### src/rtl/nn_fifo_pkg.sv
// Shared helpers for the nn_stream_fifo slice: width derivation and
// parameter legality checks used at elaboration time.
package nn_fifo_pkg;

    // Pointer width: one bit per halving of DEPTH, never below one bit.
    function automatic int ptrWidth(input int depth);
        return (depth > 1) ? $clog2(depth) : 1;
    endfunction

    // Count width: one extra bit so a completely full FIFO is representable.
    function automatic int cntWidth(input int depth);
        return $clog2(depth) + 1;
    endfunction

    // True when value is a power of two and at least 2.
    function automatic bit isPow2(input int value);
        return (value >= 2) && ((value & (value - 1)) == 0);
    endfunction

    // True when the almost-full threshold lies in 1..depth.
    function automatic bit afullLvlOk(input int lvl, input int depth);
        return (lvl >= 1) && (lvl <= depth);
    endfunction

endpackage

### src/rtl/nn_fifo_mem.sv
// Register-array storage for nn_stream_fifo: one synchronous write port and
// one asynchronous read port, kept separate so an SRAM macro can replace it.
module nn_fifo_mem
    import nn_fifo_pkg::*;
#(
    parameter int DATA_W = 32,
    parameter int DEPTH  = 8,
    parameter int ADDR_W = ptrWidth(DEPTH)
) (
    input  logic              clk_i,
    input  logic              we_i,
    input  logic [ADDR_W-1:0] waddr_i,
    input  logic [DATA_W-1:0] wdata_i,
    input  logic [ADDR_W-1:0] raddr_i,
    output logic [DATA_W-1:0] rdata_o
);

    logic [DATA_W-1:0] memArray [DEPTH];

    // Write the addressed entry on the clock edge; contents are never reset.
    always_ff @(posedge clk_i) begin
        if (we_i) begin
            memArray[waddr_i] <= wdata_i;
        end
    end

    assign rdata_o = memArray[raddr_i];

endmodule

### src/rtl/nn_stream_fifo.sv
// First-word-fall-through stream FIFO between the Wishbone slave and the NN
// compute core. Pointers, occupancy count and sticky error flags live here;
// the storage array lives in nn_fifo_mem.
module nn_stream_fifo
    import nn_fifo_pkg::*;
#(
    parameter int DATA_W    = 32,
    parameter int DEPTH     = 8,
    parameter int AFULL_LVL = DEPTH - 2
) (
    input  logic                 clk,
    input  logic                 rst,
    input  logic                 clr,
    input  logic                 push,
    input  logic [DATA_W-1:0]    data_i,
    input  logic                 pop,
    output logic [DATA_W-1:0]    data_o,
    output logic                 empty,
    output logic                 full,
    output logic                 almost_full,
    output logic [$clog2(DEPTH):0] count,
    output logic                 ovf,
    output logic                 udf
);

    localparam int PTR_W = ptrWidth(DEPTH);
    localparam int CNT_W = cntWidth(DEPTH);

    if (!isPow2(DEPTH)) begin : gDepthCheck
        $error("nn_stream_fifo: DEPTH must be a power of two and at least 2");
    end

    if (!afullLvlOk(AFULL_LVL, DEPTH)) begin : gAfullCheck
        $error("nn_stream_fifo: AFULL_LVL must lie in 1..DEPTH");
    end

    logic [PTR_W-1:0]  wrPtr_q, wrPtr_d;
    logic [PTR_W-1:0]  rdPtr_q, rdPtr_d;
    logic [CNT_W-1:0]  count_q, count_d;
    logic              ovf_q, ovf_d;
    logic              udf_q, udf_d;
    logic              pushOk;
    logic              popOk;
    logic              memWe;
    logic [DATA_W-1:0] memRdata;

    // Status decodes of the registered count, valid alongside it.
    assign empty       = (count_q == '0);
    assign full        = (count_q == CNT_W'(DEPTH));
    assign almost_full = (count_q >= CNT_W'(AFULL_LVL));

    // A pop frees a slot, so a push into a full FIFO is still taken when
    // paired with a pop; a pop into an empty FIFO is never taken.
    assign pushOk = push & (~full | pop);
    assign popOk  = pop & ~empty;

    // A flush drops the push of that cycle, including its storage write.
    assign memWe = pushOk & ~clr;

    nn_fifo_mem #(
        .DATA_W (DATA_W),
        .DEPTH  (DEPTH),
        .ADDR_W (PTR_W)
    ) uMem (
        .clk_i   (clk),
        .we_i    (memWe),
        .waddr_i (wrPtr_q),
        .wdata_i (data_i),
        .raddr_i (rdPtr_q),
        .rdata_o (memRdata)
    );

    assign data_o = empty ? '0 : memRdata;
    assign count  = count_q;
    assign ovf    = ovf_q;
    assign udf    = udf_q;

    // Next-state for pointers, occupancy and sticky flags; flush wins over all.
    always_comb begin
        wrPtr_d = wrPtr_q + PTR_W'(pushOk);
        rdPtr_d = rdPtr_q + PTR_W'(popOk);
        ovf_d   = ovf_q | (push & ~pushOk);
        udf_d   = udf_q | (pop & empty);
        count_d = count_q;
        case ({pushOk, popOk})
            2'b10:   count_d = count_q + CNT_W'(1);
            2'b01:   count_d = count_q - CNT_W'(1);
            default: count_d = count_q;
        endcase
        if (clr) begin
            wrPtr_d = '0;
            rdPtr_d = '0;
            count_d = '0;
            ovf_d   = 1'b0;
            udf_d   = 1'b0;
        end
    end

    // Control state registers with asynchronous active-high reset.
    always_ff @(posedge clk or posedge rst) begin
        if (rst) begin
            wrPtr_q <= '0;
            rdPtr_q <= '0;
            count_q <= '0;
            ovf_q   <= 1'b0;
            udf_q   <= 1'b0;
        end else begin
            wrPtr_q <= wrPtr_d;
            rdPtr_q <= rdPtr_d;
            count_q <= count_d;
            ovf_q   <= ovf_d;
            udf_q   <= udf_d;
        end
    end

endmodule

### config.mk
export PLATFORM = sky130hd
export DESIGN_NAME = nn_stream_fifo
export DESIGN_NICKNAME = d
export VERILOG_FILES = /design/src/rtl/nn_fifo_pkg.sv /design/src/rtl/nn_fifo_mem.sv /design/src/rtl/nn_stream_fifo.sv
export SDC_FILE = /design/constraint.sdc
export NUM_CORES = 1
export LEC_CHECK = 0
export ABC_AREA = 1
export BUFFER_PORTS_ARGS = -buffer_cell sky130_fd_sc_hd__buf_4
export CAP_MARGIN = 25
export CELL_PAD_IN_SITES_DETAIL_PLACEMENT = 1
export CELL_PAD_IN_SITES_GLOBAL_PLACEMENT = 1
export CORE_ASPECT_RATIO = 1.25
export CORE_MARGIN = 2
export CORE_UTILIZATION = 30
export CTS_BUF_LIST = sky130_fd_sc_hd__clkbuf_4 sky130_fd_sc_hd__clkbuf_8 sky130_fd_sc_hd__clkbuf_16
export DETAILED_ROUTE_END_ITERATION = 6
export PLACE_DENSITY_LB_ADDON = 0.1
export SYNTH_ARGS = -nofsm -noshare
export SYNTH_HDL_FRONTEND = slang
export SYNTH_SLANG_ARGS = --single-unit
### constraint.sdc
create_clock -name clk -period 5.6 [get_ports clk]
set_clock_uncertainty 0.05 [all_clocks]
set_input_delay 0.84 -clock clk [delete_from_list [all_inputs] [get_ports clk]]
set_output_delay 0.84 -clock clk [all_outputs]
set_load 0.005 [all_outputs]
==> results of run 1 <==
==> layer usage <==
metal,share of wire,vias to the layer above
met4,0.025,0
met1,0.43,3448
li1,-,3151
met3,0.031,33
met2,0.51,105
met5,0,-
==> state kept, by name (all words and copies together) (netlist names) <==
signal / flops
ovf: 1
count: 4
udf: 1
rdPtr_q: 3
wrPtr_q: 3
uMem.memArray: 256
==> worst min path at each step <==
stage	cells past startpoint	slack, ns	from	end
3_5_place_dp	1	0.43	udf	udf
5_1_grt	2	0.33	rst	rdPtr_q[0]
6_report	2	0.29	rst	ovf
3_3_place_gp	1	0.43	udf	udf
4_1_cts	2	0.30	rst	ovf
2_1_floorplan	1	0.43	wrPtr_q[2]	wrPtr_q[2]
==> layout by cell type, fill, tap and decap left out, types with 9 or more instances in the layout <==
cell	Yosys	layout
inv_1	20	20
dfrtp_1	12	10
nand2_1	18	18
clkbuf_4	0	9
o21ai_1	52	52
a31oi_1	32	32
edfxtp_1	256	256
buf_4	1	92
o21ai_0	112	112
o22ai_1	32	32
clkbuf_16	0	29
nor2_1	211	203
==> kinds of logic after synthesis <==
kind of cell / synth area share
adders and majority gates: 0.007044
xor gates and xnor gates: 0.002466
buffers and inverters: 0.03405
and+or+nand+nor: 0.08899
AOI/OAI and AO/OA: 0.1180
DFF: 0.7495
==> worst register-to-register path, cell delays in order (launching register included) <==
cell     delay, ns
dfrtp_1       0.50
nor2_2        0.11
nand4_1       0.11
nand2_1       0.10
nor2_1        0.13
nand2_1       0.25
nor2_4        0.73
buf_4         0.42
==> through the flow <==
stage                     setup WS, ns  instances  power, mW
after floorplan                  2.514        827      3.198
after global placement           1.979       1342      3.891
after detailed placement         1.979       1342      3.896
after CTS                        1.378       1395      5.844
after global routing             1.203       1395      6.052
final                            1.456       1395      5.720
==> power breakdown <==
part | switching, mW | total [mW] | internal [mW] | leakage [nW]
combinational | 0.873 | 1.45 | 0.574 | 1.41
sequential | 0.0906 | 2.35 | 2.26 | 2.47
clock | 0.754 | 1.92 | 1.17 | 0.487
==> cell type report <==
| class | instances | area [µm²] |
|---|---|---|
| well taps | 474 | 593.1 |
| repair buffers | 92 | 690.7 |
| clock buffers | 41 | 834.6 |
| fillers | 3713 | 22460 |
| inverters | 25 | 95.09 |
| clock inverters | 12 | 132.6 |
| multi-input cells | 483 | 2367 |
| flip-flops and latches | 268 | 7993 |
==> impl_metrics.json, run 1 <==
{
  "status": "completed",
  "startpoint": "rdPtr_q[0]",
  "drc": 0,
  "fmax_mhz": 241.3,
  "synthesis.area_um2": 10660,
  "clock_sinks": 268,
  "reg2regPathDepth": 7,
  "grt_util_met3": 0.01999,
  "syn_inst": 827,
  "final_area_um2": 12710,
  "cp_max_fo": 78,
  "holdWs_ns": 0.2857,
  "place_hpwl_um": 14880,
  "cts_tree": "yes",
  "die_w_um": 172.6,
  "wirelength_um": 27660,
  "synth_nets": 870,
  "rrSetupSlack_ns": 2.87,
  "rsz0062_at_grt": "no",
  "die_h_um": 214.7,
  "cp-endpoint": "data_o[3]",
  "clk_pin_slew_worst_paths_ns": 0.06,
  "tns_ns": 0,
  "clock_latency_ns": 0.55,
  "grt-ovfl-total": 0,
  "period_minus_slack_ns": 4.144,
  "final_util": 0.3613,
  "cp_common_cell": "buf_4",
  "worstPathRequired_ns": 4.71,
  "antenna_found_initial": 0,
  "synthTopCellsByArea": "edfxtp_1, nor2_1, o21ai_0, dfrtp_1, o21ai_1",
  "hp-class": "in -> async",
  "io-pin-count": 78,
  "cp.depth": 6,
  "diodes": 0,
  "nNetsFinal": 942,
  "r2r-end": "uMem.memArray[1][29]",
  "crit_family": "flip-flops",
  "cts.path.max_buffers": 3,
  "r2r_start": "count[0]",
  "critical_path_buf_inv_count": 2,
  "cts_setup_buffers": 0,
  "ys_seq_area_frac": 0.7495,
  "slowest_stage": "dfrtp_4",
  "cts_made_buffers": 29,
  "vias": 6737,
  "drtIter0Drc": 307,
  "synth_flop_cell": "edfxtp_1",
  "die_area_um2": 37060,
  "drive_gt1_frac": 0.1737,
  "synth_top_area_frac": 0.7213,
  "ir_drop_mv": 0.6079,
  "wl_per_cell_um": 19.82,
  "grt_pass1_wl_um": 42550,
  "slew_viol_final": 0,
  "worstPathCellList": "buf_4 > o21ai_0 > o22ai_1 > o21ai_1 > a31oi_1 > buf_4",
  "grt_pass1_vias": 7178,
  "start_util": 0.3031,
  "power_density_nw_per_um2": 450.2,
  "async_flop_share": 0.04478,
  "grt_max_degree": 85,
  "busiest_layer": "met2",
  "cts_resized": 0,
  "ctsHoldBuffers": 0,
  "num_rows": 77,
  "syn_avg_cell_area_um2": 12.89,
  "core-area_um2": 35170,
  "total_leakage_power_nw": 4.369,
  "hold_viol": 0,
  "synth-edff-count": 256,
  "tightest_slew_ns": 0.9281,
  "io_buffer_count": 77,
  "drtAntennaViolNets": 0,
  "met1_usage": 0.1827,
  "cp-end-kind": "primary output",
  "cpPeakStageDelay_ns": 1.03,
  "critPathLaunchType": "flip-flop",
  "yosysMostFrequentCell": "edfxtp_1",
  "synth_top_area_cell": "edfxtp_1",
  "vias_per_cell": 4.829,
  "finalWeightedCongestion": 0.6779,
  "yosysWarnings": 0,
  "area_delta_synth_final_pct": 19.22,
  "root_buffer": "clkbuf_16",
  "drtPass1Iterations": 4,
  "arrival_ns": 3.25,
  "place_area_um2": 11740,
  "synth_top_cells_by_count": "edfxtp_1, nor2_1, o21ai_0",
  "setup_viol": 0,
  "fin_crit_sh": 0.7400,
  "gr-usage-all-layers": 0.1494,
  "grt.met2_usage": 0.2712,
  "maxSlewHeadroom": 0.3813,
  "crit_type": "reg -> out",
  "htreeDepth": 1,
  "cap_violations": 0,
  "synth_cell_type_count": 30,
  "ys_ff_latch": 268
}
(Power assumes the default switching activity.)
==> run 2: changes to the inputs <==
clock period = 3.6 ns   (was 5.6 ns; I/O delays follow)
==> impl_metrics.json, run 2 (synthesized netlist as in run 1, its figures left out) <==
{
  "largest_register": "uMem.memArray",
  "htreeDepth": 1,
  "cts.path.max_buffers": 3,
  "wl_met2_um": 14350,
  "cap_violations": 0,
  "place_hpwl_um": 15210,
  "antenna_found_initial": 0,
  "wl_per_cell_um": 20.10,
  "place_area_um2": 11870,
  "hp-class": "in -> reg",
  "start_util": 0.3031,
  "total_leakage_power_nw": 4.443,
  "rrSetupSlack_ns": 1.28,
  "area_delta_synth_final_pct": 20.73,
  "cts_tree": "yes",
  "layout_commonest_cell": "edfxtp_1",
  "drtPass1Iterations": 4,
  "wl_met1_um": 12220,
  "place_inst": 1350,
  "grt-ovfl-total": 0,
  "num_rows": 77,
  "grt_pass1_wl_um": 43780,
  "arrival_ns": 2.47,
  "layout_setup_ws_ns": 0.5412,
  "worstPathRequired_ns": 3.01,
  "grt_max_degree": 130,
  "wl_met3_um": 1081,
  "die_w_um": 172.6,
  "drive_gt1_frac": 0.1839,
  "grt_pass1_vias": 7363,
  "cp_max_fo": 129,
  "holdPathStages": 2,
  "power_density_nw_per_um2": 702.6,
  "crit_type": "reg -> out",
  "fmax_mhz": 326.9,
  "r2r_start": "count[0]",
  "vias_per_cell": 4.801,
  "drtAntennaViolNets": 0,
  "cp-end-kind": "primary output",
  "tightest_slew_ns": 0.6788,
  "wirelength_um": 28220,
  "layout.cells.non_filler": 1404,
  "period_minus_slack_ns": 3.059,
  "critPathLaunchType": "flip-flop",
  "fill_cells": 3692,
  "slew_viol_final": 0,
  "final_cell_mix": "edfxtp_1, nor2_1, o21ai_0",
  "cts_made_buffers": 29,
  "largest_reg_flops": 256,
  "vias": 6740,
  "hold_start": "clr",
  "top_layer": "met4",
  "final_area_um2": 12870,
  "die_h_um": 214.7,
  "io_buffer_count": 77,
  "drtIter0Drc": 408,
  "power.total_mw": 9.041,
  "tns_ns": 0,
  "hold_viol": 0,
  "gr-usage-all-layers": 0.1531,
  "reg2regPathDepth": 11,
  "rsz0062_at_grt": "no",
  "drc": 0,
  "diodes": 0,
  "setup_viol": 0,
  "nNetsFinal": 951,
  "io-pin-count": 78,
  "hold_path_end": "wrPtr_q[0]",
  "r2r-end": "count[3]",
  "root_buffer": "clkbuf_16",
  "core-area_um2": 35170,
  "status": "completed",
  "clk_pin_slew_worst_paths_ns": 0.06,
  "ir_drop_mv": 0.7186,
  "clock_sinks": 268,
  "die_area_um2": 37060,
  "place_ws_ns": 1.086,
  "fin_crit_sh": 0.8497,
  "maxSlewHeadroom": 0.5475,
  "clock_latency_ns": 0.55,
  "finalWeightedCongestion": 0.6890
}
-- run 2: cell count changes in the layout (fill, tap and decap cells not counted) --
cell,change
bufinv_16,+1
dlygate4sd3_1,+1
clkinv_2,+4
clkbuf_4,-1
clkbuf_8,-1
inv_6,-1
buf_12,+6
buf_4,+2
clkinv_1,-3
clkinvlp_4,+1
-- run 2: final cells by class --
| type | count | area (µm²) | share of cell area |
|---|---|---|---|
| Sequential cell | 268 | 7993 | 0.6212 |
| Clock buffer | 39 | 813.3 | 0.06321 |
| Tap cell | 474 | 593.1 | 0.04609 |
| Timing Repair Buffer | 101 | 835.8 | 0.06496 |
| Clock inverter | 14 | 170.2 | 0.01322 |
| Multi-Input combinational cell | 483 | 2367 | 0.1840 |
| Inverter | 25 | 95.09 | 0.007390 |
-- run 2: report_power, final --
part	switching [mW]	internal, mW
Combinational	1.44	0.944
Clock	1.21	1.86
Sequential	0.0785	3.51
-- run 2: per-layer routing --
metal	global-route usage	vias to the layer above
met5	0	-
met4	0.04530	0
met3	0.02035	37
met2	0.2770	117
met1	0.1900	3415
li1	-	3171
-- run 2: through the flow --
| stage | utilization | hold WS, ns |
|---|---|---|
| finish | 0.3659 | 0.1612 |
| global route | 0.3659 | 0.1551 |
| floorplan | - | 0.3547 |
| global placement | 0.3377 | 0.4366 |
| detailed placement | 0.3377 | 0.4306 |
| CTS | 0.3659 | 0.1442 |
-- run 2: worst max path at each step --
| stage | end | slack, ns | start | cells after the start |
|---|---|---|---|---|
| floorplan | uMem.memArray[0][0] | 0.81 | clr | 4 |
| global placement | data_o[28] | 1.11 | rdPtr_q[0] | 6 |
| detailed placement | data_o[12] | 1.09 | rdPtr_q[0] | 6 |
| CTS | data_o[12] | 0.49 | rdPtr_q[0] | 6 |
| global route | data_o[3] | 0.34 | rdPtr_q[0] | 6 |
| finish | data_o[3] | 0.54 | rdPtr_q[0] | 6 |
-- run 2: worst max-delay path, stage by stage (launching register included) --
cell     delay (ns)
dfrtp_4        0.43
buf_12         0.49
o21ai_0        0.20
o22ai_1        0.18
o21ai_1        0.07
a31oi_1        0.34
buf_4          0.18
-- run 2: timing repair --
| action | in CTS | in global routing |
|---|---|---|
| hold buffers | 1 | 0 |
| resized for setup | 0 | 0 |
| endpoints found under the hold margin | 10 | 0 |
| buffers inserted | 0 | 0 |
==> run 3: changes to the inputs <==
clock period = 2.57 ns   (was 3.6 ns; I/O delays follow)
==> impl_metrics.json, run 3 (synthesized netlist as in run 1, its figures left out) <==
{
  "grt-ovfl-total": 0,
  "place_area_um2": 12100,
  "grt_max_degree": 49,
  "hp-class": "in -> reg",
  "power_density_nw_per_um2": 976.7,
  "nNetsFinal": 1033,
  "violations": "negative setup slack",
  "arrival_ns": 2.18,
  "final_area_um2": 14390,
  "final_cell_mix": "edfxtp_1, nor2_1, buf_4",
  "finalWeightedCongestion": 0.7226,
  "die_w_um": 172.6,
  "r2r_start": "count[0]",
  "wl_met2_um": 16730,
  "largest_register": "uMem.memArray",
  "cts_made_buffers": 30,
  "period_minus_slack_ns": 2.613,
  "hold_path_end": "uMem.memArray[7][19]",
  "multi_input_area_um2": 2570,
  "reg2regPathDepth": 11,
  "slew_viol_final": 0,
  "fin_crit_sh": 1.017,
  "wl_met3_um": 1123,
  "cts_tree": "yes",
  "hold_viol": 0,
  "clk_pin_slew_worst_paths_ns": 0.06,
  "htreeDepth": 1,
  "total_leakage_power_nw": 5.082,
  "top_layer": "met4",
  "drc": 0,
  "die_area_um2": 37060,
  "num_rows": 77,
  "fmax_mhz": 382.7,
  "die_h_um": 214.7,
  "holdPathStages": 1,
  "cts.path.max_buffers": 3,
  "layout_commonest_cell": "edfxtp_1",
  "ir_drop_mv": 0.4927,
  "worstPathRequired_ns": 2.13,
  "rrSetupSlack_ns": 0.34,
  "rsz0062_at_grt": "yes",
  "power.total_mw": 14.05,
  "layout_setup_ws_ns": -0.04309,
  "largest_reg_flops": 256,
  "critPathLaunchType": "flip-flop",
  "grt_pass1_wl_um": 46150,
  "drtIter0Drc": 390,
  "maxSlewHeadroom": 0.6035,
  "r2r-end": "count[3]",
  "status": "finished with violations",
  "vias_per_cell": 4.866,
  "setup_viol": 3,
  "wirelength_um": 32790,
  "grt_pass1_vias": 7550,
  "gr-usage-all-layers": 0.1624,
  "seqCellArea_um2": 7998,
  "area_delta_synth_final_pct": 34.98,
  "start_util": 0.3031,
  "crit_type": "reg -> out",
  "cap_violations": 0,
  "clock_sinks": 268,
  "drtPass1Iterations": 4,
  "tightest_slew_ns": 0.5942,
  "root_buffer": "clkbuf_16",
  "io-pin-count": 78,
  "place_ws_ns": 0.3429,
  "clock_latency_ns": 0.56,
  "antenna_found_initial": 1,
  "place_hpwl_um": 16340,
  "cp_max_fo": 8,
  "core-area_um2": 35170,
  "cp-end-kind": "primary output",
  "hold_start": "data_i[19]",
  "drive_gt1_frac": 0.2638,
  "wl_met1_um": 14320,
  "drtAntennaViolNets": 0,
  "wl_per_cell_um": 22.05,
  "fill_cells": 3665,
  "vias": 7236,
  "io_buffer_count": 77
}
==> run 3: worst max-delay path by stage <==
stage                     slack (ns)                  end  cells after the start       start
after floorplan                -0.17  uMem.memArray[0][0]                      6    count[0]
after global placement          0.37           data_o[12]                      7  rdPtr_q[1]
after detailed placement        0.34             count[3]                     11    count[2]
after CTS                      -0.07            data_o[7]                      6  rdPtr_q[0]
after global routing           -0.11           data_o[16]                      7  rdPtr_q[0]
final                          -0.04           data_o[16]                      8  rdPtr_q[0]
==> run 3: per-stage QoR <==
step	TNS, ns	util	instances	hold WS [ns]
floorplan	-43.52	-	827	0.2002
global placement	0	0.3442	1364	0.4372
detailed placement	0	0.3442	1364	0.4406
CTS	-0.7239	0.3873	1453	0.0002705
global route	-1.926	0.4091	1487	0.008849
finish	-0.07171	0.4091	1487	0.02290
==> run 3: worst max-delay path, stage by stage, from the launching register on <==
cell       delay [ns]
dfrtp_4          0.51
buf_12           0.16
clkinv_16        0.08
buf_16           0.14
nor2_2           0.04
o22ai_1          0.18
o21ai_1          0.10
a31oi_1          0.26
buf_4            0.17
==> run 3: final cells by class <==
cell class / instances / area share
tap: 474 / 0.04122
timing repair inverter: 1 / 0.001131
timing repair buffer: 180 / 0.1457
inverter: 25 / 0.009045
multi-input combinational: 484 / 0.1786
antenna: 1 / 0.0001739
clock buffer: 34 / 0.05427
sequential: 268 / 0.5559
clock inverter: 20 / 0.01392
==> run 3: metal layers <==
layer	vias to the layer above	global-route usage
li1	3350	-
met1	3706	0.2073
met2	135	0.2863
met3	45	0.02406
met4	0	0.04558
met5	-	0
==> run 3: repair_timing <==
action                                 CTS  global route
hold buffers                            27             0
gates resized for setup                 30            84
endpoints found under the hold margin  179             0
gates cloned                             5            19
setup endpoints to repair               32            32
pin swaps                                3            24
setup buffers                            3            14
==> run 3: power breakdown <==
part           internal, mW  leakage, nW  switching [mW]
Sequential             4.93         2.47           0.108
Combinational          2.17         2.13            2.56
Clock                  2.56        0.489            1.72
